$ cat src/rtl/veda_pkg.sv
// Shared definitions for the veda dual-requester memory arbiter.
// Holds default widths, memory mode constants, FSM encoding and read latency.
package veda_pkg;

   localparam int ADDR_W_DEF = 5;
   localparam int DATA_W_DEF = 32;
   localparam int RD_LAT     = 3;

   localparam logic MODE_SCRIBBLE  = 1'b0;
   localparam logic MODE_INTERPRET = 1'b1;

   typedef enum logic [1:0] {
      ST_RUN   = 2'd0,
      ST_FLUSH = 2'd1,
      ST_DONE  = 2'd2
   } veda_state_e;

   typedef struct packed {
      logic valid;
      logic id;
   } veda_tag_t;

   function automatic logic [15:0] sat_inc16(input logic [15:0] v);
      return (v == 16'hFFFF) ? v : v + 16'd1;
   endfunction

endpackage

$ cat src/rtl/veda_rr_pick.sv
// Two-way round-robin grant pick; the pointer names the requester that wins a tie
// and flips to the other requester whenever a grant is issued.
module veda_rr_pick
   import veda_pkg::*;
(
   input  logic clk,
   input  logic reset,
   input  logic enable,
   input  logic req0,
   input  logic req1,
   output logic gnt0,
   output logic gnt1
);

   logic prio_r;
   logic gnt0_s;
   logic gnt1_s;

   // Grant selection: a lone requester always wins, a tie goes to prio_r.
   always_comb begin
      gnt0_s = 1'b0;
      gnt1_s = 1'b0;
      if (enable) begin
         if (req0 && req1) begin
            gnt0_s = ~prio_r;
            gnt1_s = prio_r;
         end else begin
            gnt0_s = req0;
            gnt1_s = req1;
         end
      end else begin
         gnt0_s = 1'b0;
         gnt1_s = 1'b0;
      end
   end

   // Priority pointer: grants are only issued to active requests, so a grant is an acceptance.
   always_ff @(posedge clk) begin
      if (!reset) begin
         prio_r <= 1'b0;
      end else if (gnt0_s) begin
         prio_r <= 1'b1;
      end else if (gnt1_s) begin
         prio_r <= 1'b0;
      end else begin
         prio_r <= prio_r;
      end
   end

   assign gnt0 = gnt0_s;
   assign gnt1 = gnt1_s;

endmodule

$ cat src/rtl/veda_arbiter.sv
// Dual-requester arbiter for a single-port memory with a 3-cycle read tag pipeline and flush FSM.
// Optional grant statistics are built when VEDA_ARBITER_STATS_EN is defined.
module veda_arbiter
   import veda_pkg::*;
#(
   parameter int ADDR_W = ADDR_W_DEF,
   parameter int DATA_W = DATA_W_DEF
) (
   input  logic              clk,
   input  logic              reset,
   input  logic              req0,
   input  logic              we0,
   input  logic [ADDR_W-1:0] addr0,
   input  logic [DATA_W-1:0] wdata0,
   output logic              gnt0,
   output logic              rvalid0,
   output logic [DATA_W-1:0] rdata0,
   input  logic              req1,
   input  logic              we1,
   input  logic [ADDR_W-1:0] addr1,
   input  logic [DATA_W-1:0] wdata1,
   output logic              gnt1,
   output logic              rvalid1,
   output logic [DATA_W-1:0] rdata1,
   output logic              mem_write_enable,
   output logic              mem_mode,
   output logic [ADDR_W-1:0] mem_address_a,
   output logic [ADDR_W-1:0] mem_address_b,
   output logic [DATA_W-1:0] mem_data_in,
   input  logic [DATA_W-1:0] mem_data_out,
   input  logic              flush_req,
   output logic              flush_done,
   output logic              busy,
   output logic [15:0]       gnt_cnt0,
   output logic [15:0]       gnt_cnt1
);

   veda_state_e       state_r, state_s;
   logic              grant_en_s;
   logic              gnt0_s, gnt1_s;
   logic              acc0_s, acc1_s, acc_s;
   logic              acc_we_s;
   logic [ADDR_W-1:0] acc_addr_s;
   logic [DATA_W-1:0] acc_wdata_s;

   logic              cmd_we_r, cmd_we_s;
   logic              cmd_mode_r, cmd_mode_s;
   logic [ADDR_W-1:0] cmd_addr_a_r, cmd_addr_a_s;
   logic [ADDR_W-1:0] cmd_addr_b_r, cmd_addr_b_s;
   logic [DATA_W-1:0] cmd_data_r, cmd_data_s;

   veda_tag_t         tag1_r, tag2_r, tag3_r;
   logic              busy_s;

   // Grants are suppressed in reset, outside RUN, and in the very cycle a flush is requested.
   assign grant_en_s = reset && (state_r == ST_RUN) && !flush_req;

   veda_rr_pick u_pick (
      .clk    (clk),
      .reset  (reset),
      .enable (grant_en_s),
      .req0   (req0),
      .req1   (req1),
      .gnt0   (gnt0_s),
      .gnt1   (gnt1_s)
   );

   assign acc0_s      = req0 && gnt0_s;
   assign acc1_s      = req1 && gnt1_s;
   assign acc_s       = acc0_s || acc1_s;
   assign acc_we_s    = acc1_s ? we1    : we0;
   assign acc_addr_s  = acc1_s ? addr1  : addr0;
   assign acc_wdata_s = acc1_s ? wdata1 : wdata0;

   // Next memory command: write, read, or the idle command.
   always_comb begin
      cmd_we_s     = 1'b0;
      cmd_mode_s   = MODE_INTERPRET;
      cmd_addr_a_s = {ADDR_W{1'b0}};
      cmd_addr_b_s = {ADDR_W{1'b0}};
      cmd_data_s   = {DATA_W{1'b0}};
      if (acc_s && acc_we_s) begin
         cmd_we_s     = 1'b1;
         cmd_mode_s   = MODE_SCRIBBLE;
         cmd_addr_a_s = acc_addr_s;
         cmd_data_s   = acc_wdata_s;
      end else if (acc_s) begin
         cmd_addr_b_s = acc_addr_s;
      end else begin
         cmd_we_s     = 1'b0;
      end
   end

   // Command register and read tag pipeline.
   always_ff @(posedge clk) begin
      if (!reset) begin
         cmd_we_r     <= 1'b0;
         cmd_mode_r   <= MODE_INTERPRET;
         cmd_addr_a_r <= {ADDR_W{1'b0}};
         cmd_addr_b_r <= {ADDR_W{1'b0}};
         cmd_data_r   <= {DATA_W{1'b0}};
         tag1_r       <= '{valid: 1'b0, id: 1'b0};
         tag2_r       <= '{valid: 1'b0, id: 1'b0};
         tag3_r       <= '{valid: 1'b0, id: 1'b0};
      end else begin
         cmd_we_r     <= cmd_we_s;
         cmd_mode_r   <= cmd_mode_s;
         cmd_addr_a_r <= cmd_addr_a_s;
         cmd_addr_b_r <= cmd_addr_b_s;
         cmd_data_r   <= cmd_data_s;
         tag1_r       <= '{valid: acc_s && !acc_we_s, id: acc1_s};
         tag2_r       <= tag1_r;
         tag3_r       <= tag2_r;
      end
   end

   // tag1 mirrors a read sitting in the command register.
   assign busy_s = tag1_r.valid || tag2_r.valid || tag3_r.valid;

   // Flush FSM next state.
   always_comb begin
      state_s = state_r;
      case (state_r)
         ST_RUN: begin
            if (flush_req) state_s = ST_FLUSH;
            else           state_s = ST_RUN;
         end
         ST_FLUSH: begin
            if (!busy_s && !cmd_we_r) state_s = ST_DONE;
            else                      state_s = ST_FLUSH;
         end
         ST_DONE: begin
            if (!flush_req) state_s = ST_RUN;
            else            state_s = ST_DONE;
         end
         default: state_s = ST_RUN;
      endcase
   end

   // Flush FSM state register.
   always_ff @(posedge clk) begin
      if (!reset) state_r <= ST_RUN;
      else        state_r <= state_s;
   end

   assign gnt0             = gnt0_s;
   assign gnt1             = gnt1_s;
   assign rvalid0          = tag3_r.valid && !tag3_r.id;
   assign rvalid1          = tag3_r.valid &&  tag3_r.id;
   assign rdata0           = rvalid0 ? mem_data_out : {DATA_W{1'b0}};
   assign rdata1           = rvalid1 ? mem_data_out : {DATA_W{1'b0}};
   assign mem_write_enable = cmd_we_r;
   assign mem_mode         = cmd_mode_r;
   assign mem_address_a    = cmd_addr_a_r;
   assign mem_address_b    = cmd_addr_b_r;
   assign mem_data_in      = cmd_data_r;
   assign busy             = busy_s;
   assign flush_done       = (state_r == ST_DONE);

`ifdef VEDA_ARBITER_STATS_EN
   logic [15:0] cnt0_r, cnt1_r;

   // Saturating acceptance counters.
   always_ff @(posedge clk) begin
      if (!reset) begin
         cnt0_r <= 16'h0000;
         cnt1_r <= 16'h0000;
      end else begin
         cnt0_r <= acc0_s ? sat_inc16(cnt0_r) : cnt0_r;
         cnt1_r <= acc1_s ? sat_inc16(cnt1_r) : cnt1_r;
      end
   end

   assign gnt_cnt0 = cnt0_r;
   assign gnt_cnt1 = cnt1_r;
`else
   assign gnt_cnt0 = 16'h0000;
   assign gnt_cnt1 = 16'h0000;
`endif

endmodule
$ cat config.mk
export PLATFORM = sky130hd
export DESIGN_NAME = veda_arbiter
export DESIGN_NICKNAME = d
export VERILOG_FILES = /design/src/rtl/veda_pkg.sv /design/src/rtl/veda_rr_pick.sv /design/src/rtl/veda_arbiter.sv
export SDC_FILE = /design/constraint.sdc
export NUM_CORES = 1
export LEC_CHECK = 0
export CORE_AREA = 2 2 101 103
export DETAILED_ROUTE_END_ITERATION = 12
export DIE_AREA = 0 0 103 105
export HOLD_SLACK_MARGIN = 0.12
export MAX_ROUTING_LAYER = met4
export PLACE_DENSITY = 0.74
export SKIP_LAST_GASP = 1
export SLEW_MARGIN = 40
export SYNTH_ARGS = -nofsm -noshare
export SYNTH_HDL_FRONTEND = slang
export SYNTH_HIERARCHICAL = 1
export SYNTH_SLANG_ARGS = --single-unit
$ cat constraint.sdc
create_clock -name clk -period 3.2 [get_ports clk]
set_clock_uncertainty 0.1 [all_clocks]
set_input_delay 0.8 -clock clk [delete_from_list [all_inputs] [get_ports clk]]
set_output_delay 0.8 -clock clk [all_outputs]
set_load 0.02 [all_outputs]
==> results.py, run 1 <==
metrics = {
    "status": {
        "run_status": "complete, no violations",
    },
    "die": {
        "core_area_mm2": 0.00964,
        "floorplan.die.height_um": 105,
        "initial_core_util_pct": 26.3,
        "rows": 36,
        "die-width_um": 103,
        "design.die.area_mm2": 0.0108,
        "io_pins": 259,
    },
    "setup_path": {
        "crit_path_end": "rdata1[0]",
        "critPathKind": "in -> out",
        "cp-end-kind": "output pin",
        "cp-start-kind": "input pin",
        "critical_path_cell_count": 3,
        "r2r-start": "state_r[1]$_SDFF_PN0_",
        "worst-path-buf-inv": 2,
        "critical_path.cell_chain": "clkdlybuf4s50_1 -> and3_1 -> clkdlybuf4s50_1",
        "worstRegToRegCells": 9,
        "worst-path-max-fanout": 2,
        "ff2ff_setup_slack_ps": 1110,
        "critical-path-top-cell-by-count": "sky130_fd_sc_hd__clkdlybuf4s50_1",
        "worst_path_dominant_cell_family": "buffers and inverters",
        "r2r-end": "mem_address_b[2]$_SDFF_PP0_",
        "worst_path_max_delay_cell": "sky130_fd_sc_hd__clkdlybuf4s50_1",
        "critPathMaxStageDelay_ps": 630,
        "timing.critical_path.arrival_ps": 2100,
        "timing.critical_path.required_ps": 2300,
        "startpoint": "mem_data_out[0]",
    },
    "final_layout": {
        "area.growth.synth_to_final_pct": 97.7,
        "proportion_of_layout_cells_with_a_drive_suffix_above_1_pct": 7.37,
        "final_common_cell": "sky130_fd_sc_hd__clkdlybuf4s50_1",
        "most-common-layout-cells": "sky130_fd_sc_hd__clkdlybuf4s50_1, sky130_fd_sc_hd__nand2_1, sky130_fd_sc_hd__dfxtp_1, sky130_fd_sc_hd__and2_1, sky130_fd_sc_hd__and3_1",
        "layout.cells.non_filler": 676,
        "fin_area_mm2": 0.00501,
        "n_antenna_cell": 0,
        "final_core_utilization_pct": 52.0,
        "final_nets": 655,
    },
    "timing": {
        "hold_worst_slack_ps": 347,
        "period_minus_slack_ps": 3000,
        "final_hold_violating_endpoints": 0,
        "timing.final.max_slew_violations": 0,
        "postLayoutSetupSlackWorst_ps": 197,
        "final-setup-viol-count": 0,
        "rsz0062_at_grt": "false",
        "clock.fmax_ghz": 0.333,
        "final.setup.tns_ps": 0,
        "final.period_utilization_pct": 93.8,
    },
    "drt": {
        "drt_first_pass_iters": 4,
        "drt_drc_violations_left": 0,
        "first_iter_violations": 71,
        "route.detailed.vias_per_inst": 4.29,
        "wirelength_um": 9810,
        "detail_route.wl_per_cell_um": 14.5,
        "route.antenna.remaining_nets": 0,
        "route.vias.total": 2898,
    },
    "grt": {
        "grt_util_overall_pct": 17.9,
        "maximum_number_of_pins_on_one_net_before_global_route_repair": 34,
        "globalRoute.totalOverflow": 0,
        "via_count_of_the_first_global_routing_pass": 2906,
        "global_route_wire_length_before_repair_um": 14700,
        "antenna_found_initial": 0,
    },
    "synthesis": {
        "ys_async_sr_fraction_pct": 0,
        "yosysWarnings": 6,
        "synth.cell_area_mm2": 0.00253,
        "synth.ff_latch_count": 53,
        "synthCells": 315,
        "ys_dominant_reg_cell": "sky130_fd_sc_hd__dfxtp_1",
        "netlist-cell-type-count": 28,
        "synth.yosys.seq_area_share_pct": 41.9,
        "synth.avg_cell_area_um2": 8.04,
        "edff_count_synth": 0,
    },
    "power": {
        "power.leakage_nw": 2.15,
        "power_mw": 1.40,
        "power.density_cell_area_mw_per_mm2": 280,
        "vdd_ir_drop_max_uv": 180,
    },
    "placed_design": {
        "placement.io_buffers": 226,
        "placed_cell_area_mm2": 0.00490,
        "gp_congestion": 0.840,
        "post-dp-hpwl_um": 8070,
        "pre_cts_ws_ps": -207,
        "placed_cells": 668,
    },
    "cts": {
        "tritoncts": "built",
        "numClockSinks": 53,
        "cts.clk_slew.worst_paths_ps": 100,
        "clock_tree_buf_depth": 2,
        "clock_h_tree_levels": 2,
        "worst_skew_pair_latency_ps": 300,
        "ctsHoldBuffers": 0,
        "numCtsBuffers": 5,
        "clk_root_buffer_cell": "sky130_fd_sc_hd__clkbuf_8",
    },
    "flow_run": {
        "drv_cap": 0,
    },
    "worst_hold_path": {
        "worst_hold_path_type": "reg -> reg",
    },
}
==> what timing repair did <==
action	in CTS	in global routing
setup endpoints to repair	2	2
resized for setup	2	4
buffers inserted	0	0
==> cells in the mapped netlist, types with 5 or more instances <==
cell type / number / area share [%]
sky130_fd_sc_hd__and3_1: 34 / 8.4
sky130_fd_sc_hd__nor2_1: 11 / 1.6
sky130_fd_sc_hd__buf_4: 32 / 9.5
sky130_fd_sc_hd__nand2_1: 66 / 9.8
sky130_fd_sc_hd__mux2i_1: 5 / 2.0
sky130_fd_sc_hd__a21oi_1: 25 / 4.9
sky130_fd_sc_hd__dfxtp_1: 53 / 42
sky130_fd_sc_hd__buf_2: 7 / 1.4
sky130_fd_sc_hd__a21oi_2: 10 / 3.5
sky130_fd_sc_hd__clkbuf_1: 12 / 1.8
sky130_fd_sc_hd__and2_1: 39 / 9.6
==> where the power goes <==
group	switching, mW	leakage [nW]	total [mW]	internal (mW)
logic	0.109	1.66	0.267	0.158
clock network	0.227	0.0591	0.466	0.239
registers	0.00469	0.428	0.672	0.668
total	0.341	2.15	1.40	1.06
==> layout make-up <==
| type | instances | area, um2 |
|---|---|---|
| tap | 133 | 166 |
| clock buffer | 5 | 68.8 |
| sequential | 53 | 1060 |
| inverter | 4 | 15.0 |
| multi-input combinational | 237 | 1250 |
| timing repair buffer | 241 | 2400 |
| fill | 903 | 4630 |
| clock inverter | 3 | 47.5 |
==> metal layers <==
metal / share of wire (%) / GRT usage [%] / vias to the layer above / routed length (um)
met4: 2.7 / 6.67 / 0 / 265
met5: 0 / - / - / 0
met3: 8.9 / 4.82 / 20 / 872
met2: 55 / 34.6 / 156 / 5420
li1: - / - / 1406 / -
met1: 33 / 16.2 / 1316 / 3240
==> state kept, by name, summed over array words and instances, names as in the netlist <==
name,flops
mem_write_enable,1
state_r,2
tag1_r,2
mem_mode,1
mem_address_a,5
u_pick/prio_r,1
mem_address_b,5
tag2_r,2
mem_data_in,32
tag3_r,2
==> how the worst min path moves through the flow <==
stage | from | endpoint | depth (start not counted)
6_report | tag2_r[0]$_SDFF_PN0_ | tag3_r[0]$_SDFF_PN0_ | 1
5_1_grt | tag2_r[0]$_SDFF_PN0_ | tag3_r[0]$_SDFF_PN0_ | 1
4_1_cts | tag1_r[0]$_SDFF_PN0_ | tag2_r[0]$_SDFF_PN0_ | 1
3_5_place_dp | tag2_r[0]$_SDFF_PN0_ | tag3_r[0]$_SDFF_PN0_ | 1
3_3_place_gp | tag1_r[0]$_SDFF_PN0_ | tag2_r[0]$_SDFF_PN0_ | 1
2_1_floorplan | tag1_r[0]$_SDFF_PN0_ | tag2_r[0]$_SDFF_PN0_ | 1
==> cell families after synthesis <==
group	Yosys count	synth area share, %
other cells	1	0.148
simple gates	160	32.1
flops	53	41.9
buf+inv	56	13.7
compound gates	40	10.2
mux	5	1.98
Power figures use the tool's default switching activity.
==> run 2: changes to the inputs <==
--- a/config.mk
+++ b/config.mk
@@ -11,5 +11,5 @@
 export HOLD_SLACK_MARGIN = 0.12
 export MAX_ROUTING_LAYER = met4
-export PLACE_DENSITY = 0.74
+export PLACE_DENSITY = 0.83
 export SKIP_LAST_GASP = 1
 export SLEW_MARGIN = 40
==> constraint.sdc (replaced) <==
create_clock -name clk -period 3.2 [get_ports clk]
set_clock_uncertainty 0.1 [all_clocks]
set_input_delay 0.8 -clock clk [delete_from_list [all_inputs] [get_ports clk]]
set_output_delay 0.8 -clock clk [all_outputs]
set_load 0.01 [all_outputs]
==> results.py, run 2 (synthesized netlist as in run 1, its figures left out) <==
metrics = {
    "final_layout": {
        "layout.cells.non_filler": 673,
        "final_nets": 652,
        "area.growth.synth_to_final_pct": 96.4,
        "proportion_of_layout_cells_with_a_drive_suffix_above_1_pct": 6.48,
        "fillCellCount": 876,
        "final_common_cell": "sky130_fd_sc_hd__clkdlybuf4s50_1",
        "most-common-layout-cells": "sky130_fd_sc_hd__clkdlybuf4s50_1, sky130_fd_sc_hd__nand2_1, sky130_fd_sc_hd__dfxtp_1, sky130_fd_sc_hd__and2_1, sky130_fd_sc_hd__and3_1",
        "n_antenna_cell": 0,
        "largest_reg_flops": 32,
    },
    "drt": {
        "route.antenna.remaining_nets": 0,
        "first_iter_violations": 71,
        "drt_first_pass_iters": 6,
        "wirelength_um": 9620,
        "route.vias.total": 2898,
        "drt_drc_violations_left": 0,
        "detail_route.wl_per_cell_um": 14.3,
        "route.detailed.vias_per_inst": 4.31,
    },
    "grt": {
        "maximum_number_of_pins_on_one_net_before_global_route_repair": 40,
        "grt_util_overall_pct": 17.9,
        "global_route_wire_length_before_repair_um": 14600,
        "globalRoute.totalOverflow": 0,
        "antenna_found_initial": 0,
        "via_count_of_the_first_global_routing_pass": 2891,
    },
    "cts": {
        "tritoncts": "built",
        "numCtsBuffers": 5,
        "postCtsSetupBuffers": 0,
        "numClockSinks": 53,
        "clock_h_tree_levels": 2,
        "cts.clk_slew.worst_paths_ps": 90,
        "clk_root_buffer_cell": "sky130_fd_sc_hd__clkbuf_8",
        "worst_skew_pair_latency_ps": 300,
        "clock_tree_buf_depth": 2,
    },
    "placed_design": {
        "placed_cells": 665,
        "placement.io_buffers": 226,
        "post-dp-hpwl_um": 7930,
        "gp_congestion": 0.798,
        "pre_cts_ws_ps": -202,
    },
    "power": {
        "power.density_cell_area_mw_per_mm2": 267,
        "power.internal_mw": 1.02,
        "share_comb_of_total_power_pct": 18.1,
        "power_switching_uw": 304,
        "vdd_ir_drop_max_uv": 215,
        "power_mw": 1.33,
        "power.leakage_nw": 2.13,
        "seqPwrFrac_pct": 50.7,
        "clock_power_share_pct": 31.2,
        "power_switching_share_pct": 22.9,
    },
    "setup_path": {
        "startpoint": "reset",
        "critPathMaxStageDelay_ps": 480,
        "cp-start-kind": "input pin",
        "ff2ff_setup_slack_ps": 1110,
        "worst_path_max_delay_cell": "sky130_fd_sc_hd__clkdlybuf4s50_1",
        "critical_path.cell_chain": "clkdlybuf4s50_1 -> nand2b_1 -> nor3_1 -> buf_4 -> nand2_1 -> a21oi_1 -> dlygate4sd2_1",
        "worst-path-buf-inv": 3,
        "timing.critical_path.arrival_ps": 2210,
        "worst_path_dominant_cell_family": "buffers and inverters",
        "worst-path-max-fanout": 4,
        "r2r-start": "state_r[1]$_SDFF_PN0_",
        "critPathKind": "in -> out",
        "cp-end-kind": "output pin",
        "timing.critical_path.required_ps": 2300,
    },
    "timing": {
        "rsz0062_at_grt": "false",
        "period_minus_slack_ps": 3110,
        "clock.fmax_ghz": 0.321,
        "final_hold_violating_endpoints": 0,
        "timing.final.max_slew_violations": 0,
        "final.period_utilization_pct": 97.3,
        "hold_worst_slack_ps": 344,
        "final-setup-viol-count": 0,
        "final.setup.tns_ps": 0,
        "postLayoutSetupSlackWorst_ps": 88.0,
    },
    "die": {
        "rows": 36,
        "floorplan.die.height_um": 105,
        "initial_core_util_pct": 26.3,
        "die-width_um": 103,
        "io_pins": 259,
        "design.die.area_mm2": 0.0108,
        "core_area_mm2": 0.00964,
    },
    "worst_hold_path": {
        "hp-start": "tag1_r[0]$_SDFF_PN0_",
        "worst_hold_path_type": "reg -> reg",
    },
    "flow_run": {
        "drv_cap": 0,
    },
    "status": {
        "run_status": "complete, no violations",
    },
}
==> run 2: final timing paths <==
kind	end	depth (start not counted)
worst max-delay path	gnt0	7
worst min-delay path	tag2_r[0]$_SDFF_PN0_	1
worst max register to register	mem_address_b[0]$_SDFF_PP0_	9
worst min register to register	tag2_r[0]$_SDFF_PN0_	1
==> run 2: cell type report <==
type                    instances  area, um2  share of cell area, %
repair buffers                238       2370                   47.7
multi-input cells             237       1250                   25.2
flip-flops and latches         53       1060                   21.3
well taps                     133        166                   3.34
clock buffers                   7       96.3                   1.94
inverters                       4       15.0                  0.302
clock inverters                 1       8.76                  0.176
==> run 2: timing repair <==
action / 4_1_cts / 5_1_grt
resized for setup: 2 / 1
gates cloned: 0 / 0
pin swaps: 0 / 0
hold buffers: 0 / 0
setup endpoints to repair: 2 / 1
==> run 2: power groups by stage <==
stage	Sequential, mW	Combinational (mW)	Clock (mW)
6_report	0.672	0.241	0.414
5_1_grt	0.674	0.263	0.449
4_1_cts	0.672	0.241	0.429
3_5_place_dp	0.688	0.240	0
3_3_place_gp	0.687	0.236	0
2_1_floorplan	0.689	0.0872	0
==> run 2: metrics by stage <==
| stage | util (%) | area [um2] |
|---|---|---|
| after floorplan | - | 2650 |
| after global placement | 50.5 | 4870 |
| after detailed placement | 50.5 | 4870 |
| after CTS | 51.6 | 4970 |
| after global routing | 51.6 | 4980 |
| final | 51.6 | 4980 |
==> run 2: layer usage <==
layer / track usage (%) / share of wire [%]
met5: - / 0
met4: 5.17 / 2.1
met3: 7.49 / 13
met2: 30.4 / 49
met1: 18.8 / 36
==> run 2: worst register-to-register path: stages (launching register included) <==
cell	delay, ps
sky130_fd_sc_hd__dfxtp_1	330
sky130_fd_sc_hd__nand2b_1	160
sky130_fd_sc_hd__nor3_1	180
sky130_fd_sc_hd__buf_4	180
sky130_fd_sc_hd__nand2_1	60
sky130_fd_sc_hd__a21oi_2	140
sky130_fd_sc_hd__buf_4	160
sky130_fd_sc_hd__a22o_1	220
sky130_fd_sc_hd__nand4bb_1	310
sky130_fd_sc_hd__nor2_1	180
